File: src/rtl/float_divider_if.sv
// Operand/result bundle for float_divider:
// start request and operands in, busy/done and quotient out.
interface float_divider_if #(
    parameter int MANT_W = 10,
    parameter int EXP_W  = 5,
    parameter int Q_W    = 15
);
    logic              iStart;
    logic [MANT_W-1:0] iMant1;
    logic [EXP_W-1:0]  iExp1;
    logic [MANT_W-1:0] iMant2;
    logic [EXP_W-1:0]  iExp2;
    logic              oBusy;
    logic              oDone;
    logic [Q_W-1:0]    oMantQ;
    logic [EXP_W-1:0]  oExpQ;
    logic              oDivZero;
    logic              oOvf;
    logic              oUnf;

    modport master (
        output iStart, iMant1, iExp1, iMant2, iExp2,
        input  oBusy, oDone, oMantQ, oExpQ,
        input  oDivZero, oOvf, oUnf
    );

    modport slave (
        input  iStart, iMant1, iExp1, iMant2, iExp2,
        output oBusy, oDone, oMantQ, oExpQ,
        output oDivZero, oOvf, oUnf
    );
endinterface

File: src/rtl/float_divider.sv
// Sequential block-floating-point divider (M*2^E format),
// restoring long division on left-aligned magnitudes.
module float_divider #(
    parameter int MANT_W = 10,
    parameter int EXP_W  = 5,
    parameter int Q_W    = 15
) (
    input  logic           clkExt,
    input  logic           iRst_n,
    float_divider_if.slave bus
);
    localparam int QB  = Q_W - 1;
    localparam int CW  = $clog2(QB);
    localparam int LZW = $clog2(MANT_W);
    localparam int EW  = 8;
    localparam logic signed [EW-1:0] EMAX = EW'(2**(EXP_W-1) - 1);
    localparam logic signed [EW-1:0] EMIN = EW'(-(2**(EXP_W-1)));
    localparam logic [QB-1:0] MAG_MAX = '1;

    typedef enum logic [2:0] {IDLE, LOAD, DIV, NORM, DONE} state_t;

    state_t               state_q;
    logic [MANT_W-1:0]    m1_q, m2_q, bn_q;
    logic [EXP_W-1:0]     e1_q, e2_q, expq_q, expq_d;
    logic                 sign_q;
    logic [MANT_W:0]      rem_q, rem_d, rem_sub;
    logic [QB-1:0]        quo_q, quo_d;
    logic [CW-1:0]        cnt_q;
    logic signed [EW-1:0] exp_q, exp_ld, exp_n;
    logic [Q_W-1:0]       mant_q, mant_d, dz_mant;
    logic                 done_q, dz_q, ovf_q, unf_q;
    logic                 ovf_d, unf_d, ge;

    logic [MANT_W-1:0]    a_mag, b_mag, a_n, b_n;
    logic [LZW-1:0]       sa, sb;
    logic [QB-1:0]        mag_n, mag_sel;

    function automatic logic [LZW-1:0] lzc(input logic [MANT_W-1:0] v);
        lzc = '0;
        for (int i = 0; i < MANT_W; i++)
            if (v[i]) lzc = LZW'(MANT_W - 1 - i);
    endfunction

    always_comb begin
        a_mag  = m1_q[MANT_W-1] ? -m1_q : m1_q;
        b_mag  = m2_q[MANT_W-1] ? -m2_q : m2_q;
        sa     = lzc(a_mag);
        sb     = lzc(b_mag);
        a_n    = a_mag << sa;
        b_n    = b_mag << sb;
        exp_ld = EW'($signed(e1_q)) - EW'($signed(e2_q))
               + EW'(sb) - EW'(sa) - EW'(QB - 1);
        // Divide-by-zero saturates toward the dividend's sign.
        dz_mant = (m1_q == '0)     ? '0 :
                  m1_q[MANT_W-1]   ? -{1'b0, MAG_MAX} :
                                     {1'b0, MAG_MAX};
        ge      = rem_q >= {1'b0, bn_q};
        rem_sub = ge ? rem_q - {1'b0, bn_q} : rem_q;
        rem_d   = rem_sub << 1;
        quo_d   = {quo_q[QB-2:0], ge};
        mag_n   = quo_q[QB-1] ? quo_q : {quo_q[QB-2:0], 1'b0};
        exp_n   = quo_q[QB-1] ? exp_q : exp_q - EW'(1);
        ovf_d   = exp_n > EMAX;
        unf_d   = exp_n < EMIN;
        mag_sel = ovf_d ? MAG_MAX : (unf_d ? '0 : mag_n);
        mant_d  = sign_q ? -{1'b0, mag_sel} : {1'b0, mag_sel};
        expq_d  = ovf_d ? EMAX[EXP_W-1:0] :
                  (unf_d ? '0 : exp_n[EXP_W-1:0]);
    end

    always_ff @(posedge clkExt or negedge iRst_n) begin
        if (!iRst_n) begin
            state_q <= IDLE;
            m1_q    <= '0;
            m2_q    <= '0;
            e1_q    <= '0;
            e2_q    <= '0;
            sign_q  <= 1'b0;
            rem_q   <= '0;
            bn_q    <= '0;
            quo_q   <= '0;
            cnt_q   <= '0;
            exp_q   <= '0;
            mant_q  <= '0;
            expq_q  <= '0;
            done_q  <= 1'b0;
            dz_q    <= 1'b0;
            ovf_q   <= 1'b0;
            unf_q   <= 1'b0;
        end else begin
            done_q <= 1'b0;
            unique case (state_q)
                IDLE: if (bus.iStart) begin
                    m1_q    <= bus.iMant1;
                    e1_q    <= bus.iExp1;
                    m2_q    <= bus.iMant2;
                    e2_q    <= bus.iExp2;
                    state_q <= LOAD;
                end
                LOAD: begin
                    sign_q <= m1_q[MANT_W-1] ^ m2_q[MANT_W-1];
                    if (b_mag == '0) begin
                        mant_q  <= dz_mant;
                        expq_q  <= EMAX[EXP_W-1:0];
                        dz_q    <= 1'b1;
                        ovf_q   <= 1'b0;
                        unf_q   <= 1'b0;
                        done_q  <= 1'b1;
                        state_q <= DONE;
                    end else if (a_mag == '0) begin
                        mant_q  <= '0;
                        expq_q  <= '0;
                        dz_q    <= 1'b0;
                        ovf_q   <= 1'b0;
                        unf_q   <= 1'b0;
                        done_q  <= 1'b1;
                        state_q <= DONE;
                    end else begin
                        rem_q   <= {1'b0, a_n};
                        bn_q    <= b_n;
                        quo_q   <= '0;
                        cnt_q   <= CW'(QB - 1);
                        exp_q   <= exp_ld;
                        state_q <= DIV;
                    end
                end
                DIV: begin
                    rem_q <= rem_d;
                    quo_q <= quo_d;
                    if (cnt_q == '0) state_q <= NORM;
                    else             cnt_q   <= cnt_q - CW'(1);
                end
                NORM: begin
                    mant_q  <= mant_d;
                    expq_q  <= expq_d;
                    dz_q    <= 1'b0;
                    ovf_q   <= ovf_d;
                    unf_q   <= unf_d;
                    done_q  <= 1'b1;
                    state_q <= DONE;
                end
                DONE:    state_q <= IDLE;
                default: state_q <= IDLE;
            endcase
        end
    end

    assign bus.oBusy    = state_q != IDLE;
    assign bus.oDone    = done_q;
    assign bus.oMantQ   = mant_q;
    assign bus.oExpQ    = expq_q;
    assign bus.oDivZero = dz_q;
    assign bus.oOvf     = ovf_q;
    assign bus.oUnf     = unf_q;
endmodule

File: src/flat_wrapper.sv
// flat-port wrapper written by rule: the top's interface ports become plain ports
module float_divider_flat 
#(
    parameter int MANT_W = 10,
    parameter int EXP_W  = 5,
    parameter int Q_W    = 15
)
  (clkExt, iRst_n, bus_iStart, bus_iMant1, bus_iExp1, bus_iMant2, bus_iExp2, bus_oBusy, bus_oDone, bus_oMantQ, bus_oExpQ, bus_oDivZero, bus_oOvf, bus_oUnf);
  float_divider_if #(.MANT_W(MANT_W), .EXP_W(EXP_W), .Q_W(Q_W)) bus_i ();
  input  logic clkExt;
  input  logic iRst_n;
  input wire logic [$bits(bus_i.iStart)-1:0] bus_iStart;
  input wire logic [$bits(bus_i.iMant1)-1:0] bus_iMant1;
  input wire logic [$bits(bus_i.iExp1)-1:0] bus_iExp1;
  input wire logic [$bits(bus_i.iMant2)-1:0] bus_iMant2;
  input wire logic [$bits(bus_i.iExp2)-1:0] bus_iExp2;
  output wire logic [$bits(bus_i.oBusy)-1:0] bus_oBusy;
  output wire logic [$bits(bus_i.oDone)-1:0] bus_oDone;
  output wire logic [$bits(bus_i.oMantQ)-1:0] bus_oMantQ;
  output wire logic [$bits(bus_i.oExpQ)-1:0] bus_oExpQ;
  output wire logic [$bits(bus_i.oDivZero)-1:0] bus_oDivZero;
  output wire logic [$bits(bus_i.oOvf)-1:0] bus_oOvf;
  output wire logic [$bits(bus_i.oUnf)-1:0] bus_oUnf;
  assign bus_i.iStart = bus_iStart;
  assign bus_i.iMant1 = bus_iMant1;
  assign bus_i.iExp1 = bus_iExp1;
  assign bus_i.iMant2 = bus_iMant2;
  assign bus_i.iExp2 = bus_iExp2;
  assign bus_oBusy = bus_i.oBusy;
  assign bus_oDone = bus_i.oDone;
  assign bus_oMantQ = bus_i.oMantQ;
  assign bus_oExpQ = bus_i.oExpQ;
  assign bus_oDivZero = bus_i.oDivZero;
  assign bus_oOvf = bus_i.oOvf;
  assign bus_oUnf = bus_i.oUnf;
  float_divider #(.MANT_W(MANT_W), .EXP_W(EXP_W), .Q_W(Q_W)) u_core (.clkExt(clkExt), .iRst_n(iRst_n), .bus(bus_i));
endmodule
File: config.mk
export PLATFORM = sky130hd
export DESIGN_NAME = float_divider_flat
export DESIGN_NICKNAME = d
export VERILOG_FILES = /design/src/rtl/float_divider_if.sv /design/src/rtl/float_divider.sv /design/src/flat_wrapper.sv
export SDC_FILE = /design/constraint.sdc
export NUM_CORES = 1
export LEC_CHECK = 0
export BUFFER_PORTS_ARGS = -buffer_cell sky130_fd_sc_hd__buf_2
export CORE_MARGIN = 2
export CORE_UTILIZATION = 55
export DETAILED_ROUTE_END_ITERATION = 6
export PLACE_DENSITY = 0.85
export SLEW_MARGIN = 20
export SYNTH_ARGS = -nofsm -noshare
export SYNTH_HDL_FRONTEND = slang
export SYNTH_SLANG_ARGS = --single-unit
File: constraint.sdc
create_clock -name clkExt -period 8.97 [get_ports clkExt]
set_input_delay 1.3455 -clock clkExt [delete_from_list [all_inputs] [get_ports clkExt]]
set_output_delay 1.3455 -clock clkExt [all_outputs]
set_load 0.02 [all_outputs]
==> results of run 1 <==
==> stage by stage <==
stage	cells	instance area, um^2	utilization	worst slack (ns)	hold WS, ns
final	1138	8450	0.606	4.09	0.483
after floorplan	937	7880	-	4.68	0.449
after global placement	1122	8160	0.586	4.37	0.459
after detailed placement	1122	8160	0.586	4.19	0.464
after global routing	1138	8450	0.606	3.74	0.506
after CTS	1138	8440	0.606	4.16	0.481
==> tightest hold or removal path: cells and delay by family, from the launching register on <==
family	cells	cell delay [ns]
AND/OR/NAND/NOR	2	0.11
flip-flops	1	0.34
==> how the worst min path moves through the flow <==
stage                            to                  from  cells past startpoint
3_3_place_gp   u_core.bus.oMantQ[0]  u_core.bus.oMantQ[0]                      2
4_1_cts             u_core.bus.oOvf       u_core.bus.oOvf                      2
6_report            u_core.bus.oOvf       u_core.bus.oOvf                      2
3_5_place_dp        u_core.bus.oOvf       u_core.bus.oOvf                      2
2_1_floorplan        u_core.bn_q[5]        u_core.bn_q[5]                      2
5_1_grt              u_core.bn_q[5]        u_core.bn_q[5]                      2
==> registers in the layout, summed over array words and instances, names as in the netlist, 5 cells and up <==
| name | count |
|---|---|
| u_core.m1_q | 10 |
| u_core.bus.oMantQ | 15 |
| u_core.bn_q | 10 |
| u_core.quo_q | 14 |
| u_core.e2_q | 5 |
| u_core.m2_q | 10 |
| u_core.bus.oExpQ | 5 |
| u_core.rem_q | 11 |
| u_core.exp_q | 8 |
| u_core.e1_q | 5 |
==> cell usage in the layout (no fill, tap or decap), types with 10 or more instances in the layout <==
cell type / n
mux2i_1: 20
nand2_1: 112
nand4_1: 11
a21oi_1: 46
buf_2: 56
nor2_1: 62
o211ai_1: 14
xnor2_1: 22
o21ai_0: 77
a211oi_1: 15
mux2_2: 17
nand3_1: 19
inv_1: 55
o22a_1: 11
a31oi_1: 13
nor3_1: 29
ha_1: 28
nor4_1: 10
dfrtp_1: 105
nor2b_1: 10
nand2b_1: 13
==> layout make-up <==
cell class / count / area, um^2
Clock inverter: 3 / 22.5
Fill cell: 1203 / 5490
Clock buffer: 13 / 260
Multi-Input combinational cell: 712 / 4730
Tap cell: 180 / 225
Sequential cell: 105 / 2630
Inverter: 59 / 223
Timing Repair Buffer: 66 / 359
==> layer usage <==
metal  share of wire  vias to the layer above  global-route usage
li1                -                     3437                   -
met1            0.45                     3368               0.352
met2            0.47                      277               0.422
met3           0.059                       36              0.0495
met4           0.019                        0              0.0739
met5               0                        -                   0
==> kinds of logic (layout without fill, tap and decap cells) <==
kind of cell | after synthesis | after routing | share of synthesized area
AO/OA/AOI/OAI | 298 | 298 | 0.260
XOR/XNOR | 31 | 31 | 0.0344
adder cells (fa/ha/maj) | 35 | 35 | 0.0622
buffers and inverters | 120 | 141 | 0.0665
flip-flops | 105 | 105 | 0.333
multiplexers | 38 | 38 | 0.0511
AND/OR/NAND/NOR | 310 | 310 | 0.193
==> impl_metrics.toml, run 1 <==
[outcome]
status = "finished clean"

[sta]
slew_headroom = 0.381
worst_pin_slew_ns = 0.929
drv_slew = 0
worst_clock_skew_ns = 0.00823
tns_ns = 0
finalSetupViolCount = 0
rsz0062_at_grt = "no"
final.min_clock_period_ns = 4.88
max_freq_mhz = 205
min_period_over_period = 0.544
finalHoldViolCount = 0

[worst_setup_path]
end_kind = "register"
required_ns = 9.24
crit_start = "u_core.m1_q[0]"
cp.arrival_ns = 5.15
critPathKind = "reg -> reg"
setup.worst_path.start_class = "register"
crit_slowest_cell = "dfrtp_1"
worstSetupEndpoint = "u_core.exp_q[6]"
crit_top_cell = "fa_1"
critPathMaxStageDelay_ns = 0.56
r2r-end = "u_core.exp_q[6]"
r2r-start = "u_core.m1_q[0]"
critPathBufInv = 2
rrSetupSlack_ns = 4.09
cpLargestDelayFamily = "adder cells"
crit_path_max_fanout = 16
crit_cells = 15
crit_chain = "inv_1 > ha_1 > nor3b_2 > mux2i_1 > a32oi_1 > o21ai_0 > and2_1 > inv_1 > fa_1 > fa_1 > ha_1 > fa_1 > a21oi_1 > nor2b_1 > o31ai_1"
reg2reg_depth = 15

[logic_synthesis]
synth_area_leaders = "dfrtp_1, nand2_1, o21ai_0"
synth_edf_count = 0
synth.distinct_cells = 89
synth_area_mm2 = 0.00788
async_reset_ff_frac = 1.00
syn_inst = 937
avgSynthCellArea_um2 = 8.41
ys_warn_count = 0
yosysMostFrequentCell = "nand2_1"
synth_largest_area_cell = "dfrtp_1"
ys_ff_latch = 105
synthFlopType = "dfrtp_1"
synth_top_cell_area_share = 0.333
yosysSeqAreaShare = 0.333
syn_nets = 1005
synth_top_cells_by_count = "nand2_1, dfrtp_1, o21ai_0, nor2_1, inv_1"

[detailed_routing]
via_count = 7118
drt_iter0_drc = 756
wl_per_cell_um = 16.7
drc = 0
viasPerCell = 6.25
first_pass_iters = 5
postRouteAntennaNets = 0
wirelength_um = 19000

[clock_network]
cts_tree = "yes"
numCtsBuffers = 9
post_cts_buffers = 0
clock_path_buffers = 2
clock_latency_ns = 0.36
cts.reportedPaths.clkPinSlew_ns = 0.07
cts_max_level = 3
post_cts_resized = 0
clock-root-buffer = "clkbuf_16"
cts_sinks = 105
cts_hold_buf = 0

[die]
start_util = 0.566
ios = 58
die-area_mm2 = 0.0153
die_w_um = 124
dieHeight_um = 124
num_rows = 43
coreArea_mm2 = 0.0139

[global_routing]
grt_max_degree = 84
grt.overflow.total = 0
grt_pass1_wl_um = 31400
first_global_vias = 6520
antenna_found_initial = 0
grtUsageTotal = 0.259

[cells_and_area]
area_growth_pct = 7.17
antennaDiodeCount = 0
layout.nets = 1021
layout-drive-gt1-share = 0.122

[placed_design]
dp_hpwl_um = 13900
gp_congestion = 0.930
io_buffers = 57

[min_path]
holdCritPathClass = "reg -> reg"

[flow_run]
cap_violations = 0
Power of run 1 is not shown: default switching activity piles up to over one toggle a cycle in this logic, so the estimate is an artifact.
==> run 2: changes to the inputs <==
--- a/config.mk
+++ b/config.mk
@@ -9,7 +9,7 @@
 export CORE_MARGIN = 2
 export CORE_UTILIZATION = 55
 export DETAILED_ROUTE_END_ITERATION = 6
-export PLACE_DENSITY = 0.85
+export PLACE_DENSITY = 0.88
 export SLEW_MARGIN = 20
 export SYNTH_ARGS = -nofsm -noshare
 export SYNTH_HDL_FRONTEND = slang
==> constraint.sdc (replaced) <==
create_clock -name clkExt -period 4.4 [get_ports clkExt]
set_input_delay 0.66 -clock clkExt [delete_from_list [all_inputs] [get_ports clkExt]]
set_output_delay 0.66 -clock clkExt [all_outputs]
set_load 0.02 [all_outputs]
==> impl_metrics.toml, run 2 (synthesized netlist as in run 1, its figures left out) <==
[global_routing]
grt_pass1_wl_um = 32800
first_global_vias = 6873
grt_max_degree = 50
use_met3 = 0.0517
grt_busiest_layer = "met2"
grt.overflow.total = 0
grtUsageMet1 = 0.360
grt_use_met2 = 0.438
grtUsageTotal = 0.270
antenna_found_initial = 0

[placed_design]
dp_hpwl_um = 14300
io_buffers = 57
place_area_mm2 = 0.00828
gp_congestion = 0.949

[detailed_routing]
wl_per_cell_um = 17.2
viasPerCell = 6.43
postRouteAntennaNets = 0
drt_iter0_drc = 997
drc = 0
via_count = 7437
first_pass_iters = 6
wirelength_um = 19900

[worst_setup_path]
reg2reg_depth = 13
end_kind = "register"
crit_slowest_cell = "dfrtp_1"
setup.worst_path.start_class = "register"
r2r-start = "u_core.m2_q[2]"
required_ns = 4.65
critPathKind = "reg -> reg"
crit_start = "u_core.m2_q[2]"
critPathMaxStageDelay_ns = 0.51
crit_path_max_fanout = 11
cp.arrival_ns = 4.32
crit_chain = "nor4_4 > a31oi_1 > o21ba_2 > or4b_1 > nand2b_1 > fa_1 > inv_1 > ha_1 > ha_1 > a21o_1 > a21oi_1 > xor2_1 > o21ai_0"
crit_top_cell = "ha_1"
rrSetupSlack_ns = 0.33
r2r-end = "u_core.exp_q[5]"

[sta]
slew_headroom = 0.394
drv_slew = 0
final.min_clock_period_ns = 4.07
worst_pin_slew_ns = 0.910
finalHoldViolCount = 0
finalSetupViolCount = 0
min_period_over_period = 0.925
worst_clock_skew_ns = 0.00830
tns_ns = 0
max_freq_mhz = 246

[clock_network]
clock-root-buffer = "clkbuf_16"
numCtsBuffers = 9
cts_tree = "yes"
cts_max_level = 3
cts.reportedPaths.clkPinSlew_ns = 0.07
clock_path_buffers = 2
cts_sinks = 105
cts_hold_buf = 0
clock_latency_ns = 0.37

[cells_and_area]
design_area_mm2 = 0.00863
final_common_cell = "nand2_1"
antennaDiodeCount = 0
largest_reg_flops = 15
final_cell_mix = "nand2_1, dfrtp_1, o21ai_0, nor2_1, buf_2"
fill_cells = 1140
layout-drive-gt1-share = 0.148
area_growth_pct = 9.44
seqCellArea_mm2 = 0.00263
layout.nets = 1040
multi_input_area_mm2 = 0.00477

[die]
dieHeight_um = 124
start_util = 0.566
die_w_um = 124
ios = 58
die-area_mm2 = 0.0153
coreArea_mm2 = 0.0139
num_rows = 43

[min_path]
holdCritPathClass = "in -> async"

[outcome]
status = "finished clean"

[flow_run]
cap_violations = 0
## run 2: cell types whose count changed in the layout (fill, tap and decap cells not counted), moves of 2 or more
cell / before / now
nor4_1: 10 / 8
o21ai_0: 77 / 75
buf_4: 9 / 29
nor4_2: 0 / 2
## run 2: metal layers
metal | vias up | part of all wire
li1 | 3487 | -
met1 | 3533 | 0.43
met2 | 362 | 0.47
met3 | 55 | 0.075
met4 | 0 | 0.025
met5 | - | 0
## run 2: critical path, delay by kind of cell (launching register included)
kind,cells,cell delay [ns]
xor+xnor,1,0.16
compound gates,5,0.88
simple gates,3,1.21
buf+inv,1,0.04
fa+ha+maj,3,1.13
flops,1,0.51
## run 2: repair_timing
item / CTS / global route
setup buffers: 0 / 3
endpoints found under the setup margin: 0 / 5
resized for setup: 0 / 12
## run 2: stage by stage
stage	setup WS, ns	util	hold WS (ns)	cells
floorplan	0.106	-	0.364	937
global placement	0.252	0.594	0.457	1138
detailed placement	0.130	0.594	0.466	1138
CTS	0.0926	0.615	0.344	1154
global route	-0.00637	0.619	0.375	1157
finish	0.332	0.619	0.315	1157
## run 2: how the worst max path moves through the flow
stage | endpoint | slack [ns] | cells past startpoint
final | u_core.exp_q[5] | 0.33 | 13
after global routing | u_core.exp_q[6] | -0.006 | 16
after CTS | u_core.exp_q[6] | 0.09 | 15
after detailed placement | u_core.exp_q[6] | 0.13 | 15
after global placement | u_core.exp_q[6] | 0.25 | 15
after floorplan | u_core.exp_q[6] | 0.11 | 16
## run 2: area by class of cell
type | instances | share of cell area
clock buffer | 13 | 0.0302
timing repair buffer | 85 | 0.0577
multi-input combinational | 712 | 0.553
clock inverter | 3 | 0.00261
inverter | 59 | 0.0258
tap | 180 | 0.0261
sequential | 105 | 0.305
Power of run 2 is left out for the same reason.
==> run 3: changes to the inputs <==
--- a/config.mk
+++ b/config.mk
@@ -9,7 +9,7 @@
 export CORE_MARGIN = 2
 export CORE_UTILIZATION = 55
 export DETAILED_ROUTE_END_ITERATION = 6
-export PLACE_DENSITY = 0.88
+export PLACE_DENSITY = 0.85
 export SLEW_MARGIN = 20
 export SYNTH_ARGS = -nofsm -noshare
 export SYNTH_HDL_FRONTEND = slang
==> constraint.sdc (replaced) <==
create_clock -name clkExt -period 4.8 [get_ports clkExt]
set_input_delay 0.48 -clock clkExt [delete_from_list [all_inputs] [get_ports clkExt]]
set_output_delay 0.48 -clock clkExt [all_outputs]
set_load 0.02 [all_outputs]
==> impl_metrics.toml, run 3 (synthesized netlist as in run 1, its figures left out) <==
[outcome]
status = "finished clean"

[global_routing]
antenna_found_initial = 0
grtUsageTotal = 0.264
grt_pass1_wl_um = 32100
use_met3 = 0.0527
grt_use_met2 = 0.425
grt.overflow.total = 0
grtUsageMet1 = 0.358
grt_busiest_layer = "met2"
first_global_vias = 6636
grt_max_degree = 84

[sta]
tns_ns = 0
max_freq_mhz = 225
rsz0062_at_grt = "no"
drv_slew = 0
worst_pin_slew_ns = 0.918
min_period_over_period = 0.927
slew_headroom = 0.386
timing.hold.ws_ns = 0.148
finalSetupViolCount = 0
finalHoldViolCount = 0
worst_clock_skew_ns = 0.0138
final.min_clock_period_ns = 4.45

[worst_setup_path]
reg2reg_depth = 15
setup.worst_path.start_class = "register"
required_ns = 5.04
critPathKind = "reg -> reg"
r2r-end = "u_core.exp_q[5]"
end_kind = "register"
cp.arrival_ns = 4.69
rrSetupSlack_ns = 0.35
r2r-start = "u_core.m2_q[0]"
crit_path_max_fanout = 14

[clock_network]
cts_sinks = 105
cts_tree = "yes"
cts_max_level = 3
cts.reportedPaths.clkPinSlew_ns = 0.08
cts_hold_buf = 0
clock_path_buffers = 2
clock_latency_ns = 0.36
numCtsBuffers = 9
clock-root-buffer = "clkbuf_16"

[cells_and_area]
antennaDiodeCount = 0
fill_cells = 1187
layout-drive-gt1-share = 0.133
layout.nets = 1029
area_growth_pct = 8.68
largest_reg_flops = 15
final_common_cell = "nand2_1"
final_cell_mix = "nand2_1, dfrtp_1, o21ai_0, nor2_1, buf_2"

[detailed_routing]
drc = 0
wl_per_cell_um = 16.9
first_pass_iters = 7
via_count = 7221
postRouteAntennaNets = 0
viasPerCell = 6.30
drt_iter0_drc = 739
wirelength_um = 19300

[die]
num_rows = 43
die_w_um = 124
die-area_mm2 = 0.0153
start_util = 0.566
coreArea_mm2 = 0.0139
ios = 58
dieHeight_um = 124

[placed_design]
dp_hpwl_um = 13900
io_buffers = 57
gp_congestion = 0.949

[flow_run]
cap_violations = 0

[min_path]
holdCritPathClass = "in -> async"
-- run 3: area by class of cell --
class	count	area, um^2	share of cell area
Multi-Input combinational cell	712	4740	0.553
Inverter	59	223	0.0260
Clock buffer	10	239	0.0279
Tap cell	180	225	0.0263
Sequential cell	105	2630	0.307
Timing Repair Buffer	74	419	0.0489
Clock inverter	6	96.3	0.0112
-- run 3: metal layers --
metal / vias to the layer above / share of wire
li1: 3465 / -
met1: 3402 / 0.44
met2: 307 / 0.47
met3: 47 / 0.065
met4: 0 / 0.026
met5: - / 0
-- run 3: repair_timing --
item / in CTS / in global routing
gates resized for setup: 0 / 1
setup endpoints to repair: 0 / 1
buffers inserted: 0 / 0
-- run 3: worst max-delay path by stage --
stage	to	slack [ns]	depth (start not counted)	startpoint
final	u_core.exp_q[5]	0.35	15	u_core.m2_q[0]
after floorplan	u_core.exp_q[6]	0.51	16	u_core.m1_q[0]
after global routing	u_core.exp_q[6]	0.002	15	u_core.m1_q[1]
after global placement	u_core.exp_q[6]	0.54	15	u_core.m1_q[1]
after CTS	u_core.exp_q[5]	0.33	15	u_core.m1_q[1]
after detailed placement	u_core.exp_q[5]	0.35	15	u_core.m1_q[1]
-- run 3: critical path: stages (launching register included) --
cell	delay, ns
dfrtp_1	0.61
inv_1	0.12
ha_1	0.33
nor3b_1	0.21
o21ai_0	0.28
o211ai_1	0.16
or4b_1	0.54
nand2b_1	0.20
fa_1	0.49
inv_1	0.04
ha_1	0.33
ha_1	0.32
a21o_1	0.18
a21oi_1	0.23
xor2_1	0.17
o21ai_0	0.09
-- run 3: metrics by stage --
step	setup WS (ns)	area, um^2	instances	util
after floorplan	0.506	7880	937	-
after detailed placement	0.346	8220	1130	0.590
after global routing	0.00158	8570	1146	0.615
after global placement	0.540	8220	1130	0.590
final	0.350	8570	1146	0.615
after CTS	0.333	8560	1146	0.614
Power of run 3 is left out for the same reason.
